==> config.mk <==
export PLATFORM = sky130hd
export DESIGN_NAME = multicycle_control_unit_flat
export DESIGN_NICKNAME = d
export VERILOG_FILES = /design/src/rtl/mcu_pkg.sv /design/src/rtl/mcu_if.sv /design/src/rtl/mcu_decode.sv /design/src/rtl/multicycle_control_unit.sv /design/src/flat_wrapper.sv
export SDC_FILE = /design/constraint.sdc
export NUM_CORES = 1
export LEC_CHECK = 0
export ABC_AREA = 1
export CAP_MARGIN = 25
export CORE_UTILIZATION = 40
export CTS_BUF_LIST = sky130_fd_sc_hd__clkbuf_4
export CTS_CLUSTER_DIAMETER = 60
export DETAILED_ROUTE_END_ITERATION = 10
export HOLD_SLACK_MARGIN = 0.06
export PLACE_DENSITY = 0.68
export SLEW_MARGIN = 20
export SYNTH_ARGS = -nofsm -noshare
export SYNTH_HDL_FRONTEND = slang
export SYNTH_SLANG_ARGS = --single-unit
==> constraint.sdc <==
create_clock -name clk -period 4.11 [get_ports clk]
set_input_delay 0.822 -clock clk [delete_from_list [all_inputs] [get_ports clk]]
set_output_delay 0.822 -clock clk [all_outputs]
set_load 0.01 [all_outputs]
==> src/rtl/mcu_pkg.sv <==
// rtl/mcu_pkg.sv - shared types and encodings for the multi-cycle control unit
package mcu_pkg;

    typedef enum logic [3:0] {
        S_IDLE, S_FETCH, S_DECODE, S_EXEC_R, S_EXEC_I, S_ADDR,
        S_MEM_RD, S_MEM_WR, S_WB_MEM, S_WB_ALU, S_BRANCH, S_JUMP
    } state_t;

    typedef enum logic [2:0] {
        C_RTYPE, C_ITYPE, C_LOAD, C_STORE, C_BRANCH, C_JUMP
    } class_t;

    localparam logic [5:0] OP_RTYPE = 6'b000000;
    localparam logic [5:0] OP_J     = 6'b000010;
    localparam logic [5:0] OP_BEQ   = 6'b000100;
    localparam logic [5:0] OP_ADDI  = 6'b001000;
    localparam logic [5:0] OP_SLTI  = 6'b001010;
    localparam logic [5:0] OP_ANDI  = 6'b001100;
    localparam logic [5:0] OP_ORI   = 6'b001101;
    localparam logic [5:0] OP_LW    = 6'b100011;
    localparam logic [5:0] OP_SW    = 6'b101011;

    localparam logic [5:0] FN_ADD = 6'b100000;
    localparam logic [5:0] FN_SUB = 6'b100010;
    localparam logic [5:0] FN_AND = 6'b100100;
    localparam logic [5:0] FN_OR  = 6'b100101;
    localparam logic [5:0] FN_SLT = 6'b101010;
    localparam logic [5:0] FN_SLL = 6'b000000;

    localparam logic [2:0] ALU_ADD = 3'b010;
    localparam logic [2:0] ALU_SUB = 3'b110;
    localparam logic [2:0] ALU_AND = 3'b000;
    localparam logic [2:0] ALU_OR  = 3'b001;
    localparam logic [2:0] ALU_SLT = 3'b111;
    localparam logic [2:0] ALU_SLL = 3'b011;

    localparam logic [1:0] SRCB_RT     = 2'd0;
    localparam logic [1:0] SRCB_FOUR   = 2'd1;
    localparam logic [1:0] SRCB_IMM    = 2'd2;
    localparam logic [1:0] SRCB_IMM_SH = 2'd3;

    localparam logic [1:0] PCSRC_ALU    = 2'd0;
    localparam logic [1:0] PCSRC_ALUOUT = 2'd1;
    localparam logic [1:0] PCSRC_JUMP   = 2'd2;

endpackage

==> src/rtl/mcu_if.sv <==
// rtl/mcu_if.sv - control unit to datapath/IR/memory signal bundle
interface mcu_if #(
    parameter int SEL_W = 3,
    parameter int CNT_W = 16
);
    logic [5:0]       op_code;
    logic [5:0]       func_code;
    logic             mem_ready;
    logic             pc_write;
    logic             pc_write_cond;
    logic             ir_write;
    logic             i_or_d;
    logic             mem_read;
    logic             mem_write;
    logic             mem_to_reg;
    logic             reg_dst;
    logic             reg_write;
    logic             alu_src_a;
    logic             shift_src;
    logic             zero_extend;
    logic [1:0]       alu_src_b;
    logic [1:0]       pc_source;
    logic [SEL_W-1:0] alu_sel;
    logic             instr_done;
    logic             illegal_op;
    logic             bus_error;
    logic [CNT_W-1:0] retire_count;

    modport master (
        input  op_code, func_code, mem_ready,
        output pc_write, pc_write_cond, ir_write, i_or_d, mem_read, mem_write,
               mem_to_reg, reg_dst, reg_write, alu_src_a, shift_src, zero_extend,
               alu_src_b, pc_source, alu_sel, instr_done, illegal_op, bus_error,
               retire_count
    );

    modport slave (
        output op_code, func_code, mem_ready,
        input  pc_write, pc_write_cond, ir_write, i_or_d, mem_read, mem_write,
               mem_to_reg, reg_dst, reg_write, alu_src_a, shift_src, zero_extend,
               alu_src_b, pc_source, alu_sel, instr_done, illegal_op, bus_error,
               retire_count
    );
endinterface

==> src/rtl/mcu_decode.sv <==
// rtl/mcu_decode.sv - combinational instruction class and ALU operation decoder
module mcu_decode
    import mcu_pkg::*;
#(
    parameter int SEL_W = 3
) (
    input  logic [5:0]       op_code,
    input  logic [5:0]       func_code,
    output class_t           cls,
    output logic [SEL_W-1:0] alu_sel,
    output logic             shift_src,
    output logic             zero_extend,
    output logic             illegal
);
    logic [2:0] alu3;

    // Classify the instruction; func_code only matters for R-type
    always_comb begin
        cls         = C_JUMP;
        alu3        = ALU_ADD;
        shift_src   = 1'b0;
        zero_extend = 1'b0;
        illegal     = 1'b0;
        case (op_code)
            OP_RTYPE: begin
                cls = C_RTYPE;
                case (func_code)
                    FN_ADD:  alu3 = ALU_ADD;
                    FN_SUB:  alu3 = ALU_SUB;
                    FN_AND:  alu3 = ALU_AND;
                    FN_OR:   alu3 = ALU_OR;
                    FN_SLT:  alu3 = ALU_SLT;
                    FN_SLL: begin
                        alu3      = ALU_SLL;
                        shift_src = 1'b1;
                    end
                    default: illegal = 1'b1;
                endcase
            end
            OP_J:    cls = C_JUMP;
            OP_BEQ: begin
                cls  = C_BRANCH;
                alu3 = ALU_SUB;
            end
            OP_ADDI: cls = C_ITYPE;
            OP_SLTI: begin
                cls  = C_ITYPE;
                alu3 = ALU_SLT;
            end
            OP_ANDI: begin
                cls         = C_ITYPE;
                alu3        = ALU_AND;
                zero_extend = 1'b1;
            end
            OP_ORI: begin
                cls         = C_ITYPE;
                alu3        = ALU_OR;
                zero_extend = 1'b1;
            end
            OP_LW:   cls = C_LOAD;
            OP_SW:   cls = C_STORE;
            default: illegal = 1'b1;
        endcase
    end

    assign alu_sel = SEL_W'(alu3);
endmodule

==> src/rtl/multicycle_control_unit.sv <==
// rtl/multicycle_control_unit.sv - multi-cycle MIPS control FSM with memory wait and retire count
module multicycle_control_unit
    import mcu_pkg::*;
#(
    parameter int SEL_W    = 3,
    parameter int WAIT_MAX = 15,
    parameter int CNT_W    = 16
) (
    input  logic      clk,
    input  logic      rst_n,
    mcu_if.master     bus
);
    localparam int WAIT_W = $clog2(WAIT_MAX + 1);

    state_t           state;
    logic [WAIT_W-1:0] wait_cnt;
    logic [CNT_W-1:0] retire_q;
    class_t           cls_q;
    logic [SEL_W-1:0] alu_q;
    logic             shift_q;
    logic             zext_q;

    class_t           dec_cls;
    logic [SEL_W-1:0] dec_alu;
    logic             dec_shift;
    logic             dec_zext;
    logic             dec_illegal;

    logic wait_st;
    logic timeout;
    logic retire;

    mcu_decode #(.SEL_W(SEL_W)) u_decode (
        .op_code     (bus.op_code),
        .func_code   (bus.func_code),
        .cls         (dec_cls),
        .alu_sel     (dec_alu),
        .shift_src   (dec_shift),
        .zero_extend (dec_zext),
        .illegal     (dec_illegal)
    );

    assign wait_st = (state == S_FETCH) || (state == S_MEM_RD) || (state == S_MEM_WR);
    assign timeout = wait_st && !bus.mem_ready && (wait_cnt == WAIT_W'(WAIT_MAX));
    assign retire  = (state == S_WB_MEM) || (state == S_WB_ALU) || (state == S_BRANCH) ||
                     (state == S_JUMP) || ((state == S_MEM_WR) && bus.mem_ready);

    // Sequencer: state, wait counter (zero whenever a wait state is entered), retire counter, decode latch
    always_ff @(posedge clk) begin
        if (!rst_n) begin
            state    <= S_IDLE;
            wait_cnt <= '0;
            retire_q <= '0;
            cls_q    <= C_RTYPE;
            alu_q    <= '0;
            shift_q  <= 1'b0;
            zext_q   <= 1'b0;
        end else begin
            wait_cnt <= '0;
            if (retire) begin
                retire_q <= retire_q + CNT_W'(1);
            end
            if (wait_st && !bus.mem_ready && !timeout) begin
                wait_cnt <= wait_cnt + WAIT_W'(1);
            end
            case (state)
                S_IDLE:   state <= S_FETCH;
                S_FETCH: begin
                    if (bus.mem_ready)  state <= S_DECODE;
                    else if (timeout)   state <= S_FETCH;
                end
                S_DECODE: begin
                    cls_q   <= dec_cls;
                    alu_q   <= dec_alu;
                    shift_q <= dec_shift;
                    zext_q  <= dec_zext;
                    if (dec_illegal) begin
                        state <= S_FETCH;
                    end else begin
                        case (dec_cls)
                            C_RTYPE:          state <= S_EXEC_R;
                            C_ITYPE:          state <= S_EXEC_I;
                            C_LOAD, C_STORE:  state <= S_ADDR;
                            C_BRANCH:         state <= S_BRANCH;
                            default:          state <= S_JUMP;
                        endcase
                    end
                end
                S_EXEC_R: state <= S_WB_ALU;
                S_EXEC_I: state <= S_WB_ALU;
                S_ADDR:   state <= (cls_q == C_LOAD) ? S_MEM_RD : S_MEM_WR;
                S_MEM_RD: begin
                    if (bus.mem_ready)  state <= S_WB_MEM;
                    else if (timeout)   state <= S_FETCH;
                end
                S_MEM_WR: begin
                    if (bus.mem_ready || timeout) state <= S_FETCH;
                end
                default:  state <= S_FETCH;
            endcase
        end
    end

    // Moore datapath controls from state; FETCH strobes and pulses also qualified by mem_ready
    always_comb begin
        bus.pc_write      = 1'b0;
        bus.pc_write_cond = 1'b0;
        bus.ir_write      = 1'b0;
        bus.i_or_d        = 1'b0;
        bus.mem_read      = 1'b0;
        bus.mem_write     = 1'b0;
        bus.mem_to_reg    = 1'b0;
        bus.reg_dst       = 1'b0;
        bus.reg_write     = 1'b0;
        bus.alu_src_a     = 1'b0;
        bus.shift_src     = 1'b0;
        bus.zero_extend   = 1'b0;
        bus.alu_src_b     = SRCB_RT;
        bus.pc_source     = PCSRC_ALU;
        bus.alu_sel       = '0;
        bus.illegal_op    = 1'b0;
        case (state)
            S_FETCH: begin
                bus.mem_read  = 1'b1;
                bus.alu_src_b = SRCB_FOUR;
                bus.alu_sel   = SEL_W'(ALU_ADD);
                bus.ir_write  = bus.mem_ready;
                bus.pc_write  = bus.mem_ready;
            end
            S_DECODE: begin
                bus.alu_src_b  = SRCB_IMM_SH;
                bus.alu_sel    = SEL_W'(ALU_ADD);
                bus.illegal_op = dec_illegal;
            end
            S_EXEC_R: begin
                bus.alu_src_a = 1'b1;
                bus.alu_sel   = alu_q;
                bus.shift_src = shift_q;
            end
            S_EXEC_I: begin
                bus.alu_src_a   = 1'b1;
                bus.alu_src_b   = SRCB_IMM;
                bus.alu_sel     = alu_q;
                bus.zero_extend = zext_q;
            end
            S_ADDR: begin
                bus.alu_src_a = 1'b1;
                bus.alu_src_b = SRCB_IMM;
                bus.alu_sel   = SEL_W'(ALU_ADD);
            end
            S_MEM_RD: begin
                bus.mem_read = 1'b1;
                bus.i_or_d   = 1'b1;
            end
            S_MEM_WR: begin
                bus.mem_write = 1'b1;
                bus.i_or_d    = 1'b1;
            end
            S_WB_MEM: begin
                bus.reg_write  = 1'b1;
                bus.mem_to_reg = 1'b1;
            end
            S_WB_ALU: begin
                bus.reg_write = 1'b1;
                bus.reg_dst   = (cls_q == C_RTYPE);
            end
            S_BRANCH: begin
                bus.alu_src_a     = 1'b1;
                bus.alu_sel       = SEL_W'(ALU_SUB);
                bus.pc_write_cond = 1'b1;
                bus.pc_source     = PCSRC_ALUOUT;
            end
            S_JUMP: begin
                bus.pc_write  = 1'b1;
                bus.pc_source = PCSRC_JUMP;
            end
            default: ;
        endcase
    end

    assign bus.instr_done   = retire;
    assign bus.bus_error    = timeout;
    assign bus.retire_count = retire_q;
endmodule

==> src/flat_wrapper.sv <==
// flat-port wrapper written by rule: the top's interface ports become plain ports
module multicycle_control_unit_flat import mcu_pkg::*;
#(
    parameter int SEL_W    = 3,
    parameter int WAIT_MAX = 15,
    parameter int CNT_W    = 16
)
  (clk, rst_n, bus_op_code, bus_func_code, bus_mem_ready, bus_pc_write, bus_pc_write_cond, bus_ir_write, bus_i_or_d, bus_mem_read, bus_mem_write, bus_mem_to_reg, bus_reg_dst, bus_reg_write, bus_alu_src_a, bus_shift_src, bus_zero_extend, bus_alu_src_b, bus_pc_source, bus_alu_sel, bus_instr_done, bus_illegal_op, bus_bus_error, bus_retire_count);
  mcu_if #(.SEL_W(SEL_W), .CNT_W(CNT_W)) bus_i ();
  input  logic clk;
  input  logic rst_n;
  input wire logic [$bits(bus_i.op_code)-1:0] bus_op_code;
  input wire logic [$bits(bus_i.func_code)-1:0] bus_func_code;
  input wire logic [$bits(bus_i.mem_ready)-1:0] bus_mem_ready;
  output wire logic [$bits(bus_i.pc_write)-1:0] bus_pc_write;
  output wire logic [$bits(bus_i.pc_write_cond)-1:0] bus_pc_write_cond;
  output wire logic [$bits(bus_i.ir_write)-1:0] bus_ir_write;
  output wire logic [$bits(bus_i.i_or_d)-1:0] bus_i_or_d;
  output wire logic [$bits(bus_i.mem_read)-1:0] bus_mem_read;
  output wire logic [$bits(bus_i.mem_write)-1:0] bus_mem_write;
  output wire logic [$bits(bus_i.mem_to_reg)-1:0] bus_mem_to_reg;
  output wire logic [$bits(bus_i.reg_dst)-1:0] bus_reg_dst;
  output wire logic [$bits(bus_i.reg_write)-1:0] bus_reg_write;
  output wire logic [$bits(bus_i.alu_src_a)-1:0] bus_alu_src_a;
  output wire logic [$bits(bus_i.shift_src)-1:0] bus_shift_src;
  output wire logic [$bits(bus_i.zero_extend)-1:0] bus_zero_extend;
  output wire logic [$bits(bus_i.alu_src_b)-1:0] bus_alu_src_b;
  output wire logic [$bits(bus_i.pc_source)-1:0] bus_pc_source;
  output wire logic [$bits(bus_i.alu_sel)-1:0] bus_alu_sel;
  output wire logic [$bits(bus_i.instr_done)-1:0] bus_instr_done;
  output wire logic [$bits(bus_i.illegal_op)-1:0] bus_illegal_op;
  output wire logic [$bits(bus_i.bus_error)-1:0] bus_bus_error;
  output wire logic [$bits(bus_i.retire_count)-1:0] bus_retire_count;
  assign bus_i.op_code = bus_op_code;
  assign bus_i.func_code = bus_func_code;
  assign bus_i.mem_ready = bus_mem_ready;
  assign bus_pc_write = bus_i.pc_write;
  assign bus_pc_write_cond = bus_i.pc_write_cond;
  assign bus_ir_write = bus_i.ir_write;
  assign bus_i_or_d = bus_i.i_or_d;
  assign bus_mem_read = bus_i.mem_read;
  assign bus_mem_write = bus_i.mem_write;
  assign bus_mem_to_reg = bus_i.mem_to_reg;
  assign bus_reg_dst = bus_i.reg_dst;
  assign bus_reg_write = bus_i.reg_write;
  assign bus_alu_src_a = bus_i.alu_src_a;
  assign bus_shift_src = bus_i.shift_src;
  assign bus_zero_extend = bus_i.zero_extend;
  assign bus_alu_src_b = bus_i.alu_src_b;
  assign bus_pc_source = bus_i.pc_source;
  assign bus_alu_sel = bus_i.alu_sel;
  assign bus_instr_done = bus_i.instr_done;
  assign bus_illegal_op = bus_i.illegal_op;
  assign bus_bus_error = bus_i.bus_error;
  assign bus_retire_count = bus_i.retire_count;
  multicycle_control_unit #(.SEL_W(SEL_W), .WAIT_MAX(WAIT_MAX), .CNT_W(CNT_W)) u_core (.clk(clk), .rst_n(rst_n), .bus(bus_i));
endmodule
==> summary.txt, run 1 <==
post-CTS sizing: 0
Lkg Pwr: 1.146 nW
CTS max path bufs: 2
hold crit path type: register to register
chip width: 73.52 um
Final ANT Viol Nets: 0
Final setup viols: 0
synth-to-layout area growth: 29.73%
Num CTS Buffers: 5
Worst setup EP type: output port
Core Region: 4817 sq um
worst path required time: 3.29 ns
CTS root buffer: clkbuf_4
hold_buf cts: 0
top-area cell type share of the netlist area: 31.31%
CTS tree: done
clk_lat worst skew: 0.32 ns
CTS sink count: 32
CP arrival: 2.73 ns
row cnt: 25
vias in the first global route: 1813
die height: 73.52 um
Max Fclk: 0.2812 GHz
P per Cell Area: 224.1 nW/um^2
Flop pwr share: 54.1%
relative slew slack: 52.87%
Final nets: 389
# diodes: 0
I/O Buffers: 52
combinational power share: 17.3%
Syn Inst Count: 320
fillers: 505
Yosys Warn Count: 0
final non-filler cell total: 440
Final Critical Period: 3.556 ns
syn nets: 337
final wirelength: 4798 um
I/O pin count: 53
Final Skew: 0.008557 ns
Via Count: 2134
Worst-Margin Slew: 0.7047 ns
Fin Hold WS: 0.4608 ns
DPL Wire Length: 3606 um
DIE AREA: 5404 sq um
FF+latch count, synth: 32
placed cell count: 432
Placer Congestion: 0.9158
Setup Buffers After CTS: 0
largest net degree at the start of global routing: 19
RSZ-0062 raised after global routing: no
NetSw: 0.1704 mW
share of layout cells above drive strength 1: 8.043%
max cap viols: 0
Fin. Hold Viols: 0
top cell type by total area after synthesis: dfxtp_1
initial antenna violation count: 0
final worst path period share: 86.52%
syn_area_per_cell: 6.393 sq um
Slew Limit Fails: 0
overall routing resource usage: 18.99%
Clk pwr share: 28.7%
first-pass GRT wire length: 7997 um
Internal: 0.4243 mW
grt total ovfl: 0
Reg clk slew, reported paths: 0.10 ns
setup TNS: 0 ns
Initial DRC Count: 96
DRT Pass-1 Iters: 8
# H-tree levels: 2
Worst VDD drop: 0.0001919 V
Via density: 4.850
sw frac: 28.65%
largest cells by area after synthesis: dfxtp_1 (31%), nand2_1 (11%), nor2_1 (9.7%)
status: complete, no violations
post-synthesis cell type count: 41
synthesized area: 2046 sq um
# DRC: 0
CP Class: primary input to output port
initial cell density of the core: 42.47%
WL per Instance: 10.90 um
crit path max fanout: 7
sequential area share after synthesis: 31.31%
Startpoint Class: primary input
## routing by layer
layer / vias to the layer above / wire length, um / GRT usage [%]
met2: 61 / 2007 / 28.13
met4: 0 / 63 / 6.624
li1: 1133 / - / -
met5: - / 0 / 0
met1: 934 / 2457 / 27.19
met3: 6 / 270 / 3.841
## worst max-delay path, stage by stage
cell	delay (ns)
clkdlybuf4s50_1	0.43
nor2_2	0.25
nand3_1	0.14
inv_1	0.13
and2_1	0.14
nand2_1	0.08
a21oi_1	0.18
clkdlybuf4s50_1	0.56
## path summary, 6_finish.rpt
| check | cells after the start | slack, ns | startpoint | to |
|---|---|---|---|---|
| max | 8 | 0.55 | bus_op_code[5] | bus_illegal_op |
| min | 1 | 0.46 | u_core.wait_cnt[0] | u_core.wait_cnt[0] |
| max reg2reg | 8 | 2.35 | u_core.state[1] | u_core.state[1] |
| min reg2reg | 1 | 0.46 | u_core.wait_cnt[0] | u_core.wait_cnt[0] |
## cell families (layout without fill, tap and decap cells)
logic type / count (synthesis) / in the layout / share of synthesized area (%)
AND/OR/NAND/NOR: 169 / 169 / 39.02
AO/OA/AOI/OAI: 52 / 52 / 14.62
buffers and inverters: 62 / 115 / 12.54
adder cells (fa/ha/maj): 2 / 2 / 1.223
flip-flops: 32 / 32 / 31.31
XOR/XNOR: 3 / 3 / 1.285
## cells in the mapped netlist (all sizes together)
master    n
nand4     8
a21oi    19
nor3      7
xor2      2
and3      2
a211oi    2
a31oi     3
nand3b    1
nand3    24
inv      54
o21ai    24
o2111ai   1
o41ai     1
and2      1
clkbuf    2
clkinv    1
xnor2     1
a221oi    1
or2       1
dfxtp    32
nor3b     2
o211ai    1
buf       5
nor2     58
ha        2
nand2    65
## area by class of cell
class | instances | area [sq um] | share of cell area (%)
clock inverters | 3 | 13.76 | 0.5186
well taps | 67 | 83.83 | 3.159
multi-input cells | 226 | 1149 | 43.28
clock buffers | 5 | 37.54 | 1.414
flip-flops and latches | 32 | 640.6 | 24.14
repair buffers | 52 | 520.5 | 19.61
inverters | 55 | 209.0 | 7.874
## cells in the final DEF (no fill, tap or decap), types with 4 or more instances in the layout
cell	Yosys	layout
nand2_1	60	60
o21ai_0	21	21
nor2_1	53	53
nand4_1	7	7
nor3_1	7	7
nand2_2	4	4
clkbuf_4	0	5
nand3_1	22	22
a21oi_1	18	18
dfxtp_1	32	32
clkdlybuf4s50_1	0	52
inv_1	50	50
## power groups by stage
stage / clock (mW) / combinational (mW) / sequential [mW]
finish: 0.171 / 0.103 / 0.322
global route: 0.190 / 0.115 / 0.323
CTS: 0.178 / 0.102 / 0.322
detailed placement: 0 / 0.102 / 0.329
global placement: 0 / 0.101 / 0.329
floorplan: 0 / 0.0584 / 0.328
## flip-flops by register name, indices dropped and copies added (netlist names)
name                     cells
u_core.alu_q                 3
u_core.bus.retire_count     16
u_core.cls_q                 3
u_core.shift_q               1
u_core.state                 4
u_core.wait_cnt              4
u_core.zext_q                1
## per-stage QoR
stage                     area (sq um)  power (mW)  setup WS [ns]  util (%)
after floorplan                   2046      0.3863          1.628         -
after global routing              2654      0.6284         0.3783     55.09
after CTS                         2654      0.6018         0.5425     55.09
after detailed placement          2603      0.4305         0.5566     54.03
after global placement            2603      0.4299         0.6022     54.03
final                             2654      0.5947         0.5541     55.09
No activity file was read; power rests on OpenSTA's default activity.
==> run 2, diff against run 1 <==
Settings changed: ABC_AREA 1 to not set, CORE_ASPECT_RATIO set to 1.4.
==> summary.txt, run 2 <==
status: complete, no violations (unchanged)
met3 global-route usage: 3.354% (was 3.841%)
Setup Buffers After CTS: 0 (unchanged)
Yosys Warn Count: 0 (unchanged)
post-synthesis cell type count: 50 (was 41)
Reg clk slew, reported paths: 0.10 ns (about the same)
largest cells by area after synthesis: dfxtp_1 (32%), a21oi_1 (4.8%), and2_1 (4.7%) (was dfxtp_1 (31%), nand2_1 (11%), nor2_1 (9.7%))
most common cell after layout, fill and taps aside: clkdlybuf4s50_1 (was nand2_1)
grt total ovfl: 0 (unchanged)
combinational power share: 18.2% (was 17.3%)
# diodes: 0 (unchanged)
most common cell in the netlist: dfxtp_1 (was nand2_1)
I/O pin count: 53 (unchanged)
Syn Inst Count: 261 (was 320)
final wirelength: 4844 um (was 4798 um)
WL per Instance: 13.16 um (was 10.90 um)
worst path required time: 3.29 ns (about the same)
Post-synth EDFFs: 0 (unchanged)
share of layout cells above drive strength 1: 5.882% (was 8.043%)
CTS root buffer: clkbuf_4 (unchanged)
Final Skew: 0.006098 ns (was 0.008557 ns)
CP Cell Sequence: clkdlybuf4s50_1 -> or3_1 -> nor3_1 -> o21ai_0 -> a21oi_1 -> clkdlybuf4s50_1 (was clkdlybuf4s50_1 -> nor2_2 -> nand3_1 -> inv_1 -> and2_1 -> nand2_1 -> a21oi_1 -> clkdlybuf4s50_1)
Internal: 0.4433 mW (was 0.4243 mW)
sw frac: 28.35% (was 28.65%)
DIE AREA: 5244 sq um (was 5404 sq um)
DRT Pass-1 Iters: 4 (was 8)
Worst-Margin Slew: 0.6383 ns (was 0.7047 ns)
sequential area share after synthesis: 32.32% (was 31.31%)
max reg flops: 16 (unchanged)
RSZ-0062 raised after global routing: no (unchanged)
Flop pwr share: 52.6% (was 54.1%)
Initial DRC Count: 86 (was 96)
top-area cell type share of the netlist area: 32.32% (was 31.31%)
GRT busiest layer: met2 (unchanged)
Commonest cells post-synth: dfxtp_1 (32), nand2_1 (23), nor2_1 (22), a21oi_1 (19), and2_1 (15) (was nand2_1 (60), nor2_1 (53), inv_1 (50), dfxtp_1 (32), nand3_1 (22))
relative slew slack: 57.39% (was 52.87%)
ys flop type: dfxtp_1 (unchanged)
Core Region: 4644 sq um (was 4817 sq um)
post-CTS sizing: 0 (unchanged)
hold_buf cts: 0 (unchanged)
P per Cell Area: 240.4 nW/um^2 (was 224.1 nW/um^2)
setup ws final: 0.4059 ns (was 0.5541 ns)
crit path max fanout: 9 (was 7)
Slew Limit Fails: 0 (unchanged)
Final setup viols: 0 (unchanged)
WP buf/inv: 2 (was 3)
Worst VDD drop: 0.0001499 V (was 0.0001919 V)
syn_area_per_cell: 7.593 sq um (was 6.393 sq um)
final worst path period share: 90.12% (was 86.52%)
Final ANT Viol Nets: 0 (unchanged)
first-pass GRT wire length: 7879 um (was 7997 um)
slowest CP cell: clkdlybuf4s50_1 (unchanged)
Worst setup EP type: output port (unchanged)
Startpoint Class: primary input (unchanged)
delay-heaviest family, CP: buffers and inverters (unchanged)
vias in the first global route: 1796 (was 1813)
die height: 85.29 um (was 73.52 um)
initial antenna violation count: 0 (unchanged)
M1 GR Usage: 23.61% (was 27.19%)
CTS max path bufs: 2 (unchanged)
I/O Buffers: 52 (unchanged)
DP Area: 2517 sq um (was 2603 sq um)
# H-tree levels: 2 (unchanged)
largest stage delay on the critical path: 0.55 ns (was 0.56 ns)
Placer Congestion: 0.7617 (was 0.9158)
hold crit path type: register to register (unchanged)
initial cell density of the core: 42.67% (was 42.47%)
CTS tree: done (unchanged)
Num CTS Buffers: 5 (unchanged)
R2R Setup Slk: 2.05 ns (was 2.35 ns)
Layout Utilization: 55.41% (was 55.09%)
FF+latch count, synth: 32 (unchanged)
NetSw: 0.1754 mW (was 0.1704 mW)
Fin Hold WS: 0.4610 ns (was 0.4608 ns)
DPL Wire Length: 3714 um (was 3606 um)
post-route cell area: 2574 sq um (was 2654 sq um)
synth-to-layout area growth: 29.86% (was 29.73%)
fillers: 476 (was 505)
chip width: 61.49 um (was 73.52 um)
Max Fclk: 0.2700 GHz (was 0.2812 GHz)
Via Count: 1979 (was 2134)
overall routing resource usage: 19.57% (was 18.99%)
Clk pwr share: 29.2% (was 28.7%)
clk_lat worst skew: 0.33 ns (was 0.32 ns)
GR Util met2: 33.43% (was 28.13%)
largest net degree at the start of global routing: 21 (was 19)
Final Critical Period: 3.704 ns (was 3.556 ns)
top cell type by total area after synthesis: dfxtp_1 (unchanged)
synthesized area: 1982 sq um (was 2046 sq um)
CTS sink count: 32 (unchanged)
row cnt: 29 (was 25)
pre-CTS setup slack: 0.4238 ns (was 0.5566 ns)
Final nets: 322 (was 389)
syn nets: 278 (was 337)
Fin. Hold Viols: 0 (unchanged)
setup TNS: 0 ns (unchanged)
Lkg Pwr: 0.9261 nW (was 1.146 nW)
CP arrival: 2.88 ns (was 2.73 ns)
CP Class: primary input to output port (unchanged)
Via density: 5.378 (was 4.850)
commonest cells after routing, fill and taps aside: clkdlybuf4s50_1 (52), dfxtp_1 (32), nand2_1 (23) (was nand2_1 (60), nor2_1 (53), clkdlybuf4s50_1 (52))
cell mode on critical path: clkdlybuf4s50_1 (unchanged)
# DRC: 0 (unchanged)
max cap viols: 0 (unchanged)
ys async rst share: 0% (unchanged)
==> run 2: cell count changes in the layout (fill, tap and decap cells not counted), sizes merged, moves of 7 or more <==
cell,delta
inv,-50
nand2,-42
nor2,-35
nand3,-16
and2,+14
nor2b,+8
xnor2,+8
nand2b,+7
==> run 2: layout make-up <==
| cell class | instances | area [sq um] | area share, % |
|---|---|---|---|
| clock inverters | 2 | 11.26 | 0.4375 |
| inverters | 5 | 20.02 | 0.7778 |
| multi-input cells | 206 | 1236 | 48.03 |
| repair buffers | 55 | 543.0 | 21.10 |
| clock buffers | 6 | 45.04 | 1.750 |
| well taps | 62 | 77.57 | 3.014 |
| flip-flops and latches | 32 | 640.6 | 24.89 |
==> run 2: path summary, 6_finish.rpt <==
check | from | end | cells after the start
setup / recovery | bus_op_code[1] | bus_illegal_op | 6
hold / removal | u_core.shift_q | u_core.shift_q | 2
setup reg to reg | u_core.state[3] | u_core.bus.retire_count[9] | 6
hold reg to reg | u_core.shift_q | u_core.shift_q | 2
==> run 2: power by group through the flow <==
stage / combinational (mW) / sequential [mW] / clock, mW
after CTS: 0.113 / 0.326 / 0.188
after detailed placement: 0.113 / 0.333 / 0
final: 0.112 / 0.326 / 0.181
after global routing: 0.124 / 0.327 / 0.200
after global placement: 0.112 / 0.333 / 0
after floorplan: 0.0677 / 0.328 / 0
==> run 2: routing by layer <==
layer | vias up | share of wire (%)
met1 | 913 | 44
met4 | 0 | 1.4
met5 | - | 0
li1 | 1023 | -
met3 | 4 | 2.8
met2 | 39 | 52
==> run 2: cell families (layout without fill, tap and decap cells) <==
group	after synthesis	in the layout	synth area share (%)
AOI/OAI and AO/OA	57	57	17.36
xor gates and xnor gates	15	15	6.629
adders and majority gates	2	2	1.262
buffers and inverters	23	68	5.302
DFF	32	32	32.32
and+or+nand+nor	132	132	37.12
==> run 2: per-stage QoR <==
step	cells	power (mW)
2_1_floorplan	261	0.3959
3_3_place_gp	360	0.4444
3_5_place_dp	360	0.4454
4_1_cts	368	0.6270
5_1_grt	368	0.6514
6_report	368	0.6187
==> run 2: worst register-to-register path: cells and delay by family (launching register included) <==
family | cells | cell delay (ns)
buffers and inverters | 1 | 0.18
XOR/XNOR | 1 | 0.11
AND/OR/NAND/NOR | 3 | 0.76
AO/OA/AOI/OAI | 1 | 0.18
flip-flops | 1 | 0.74
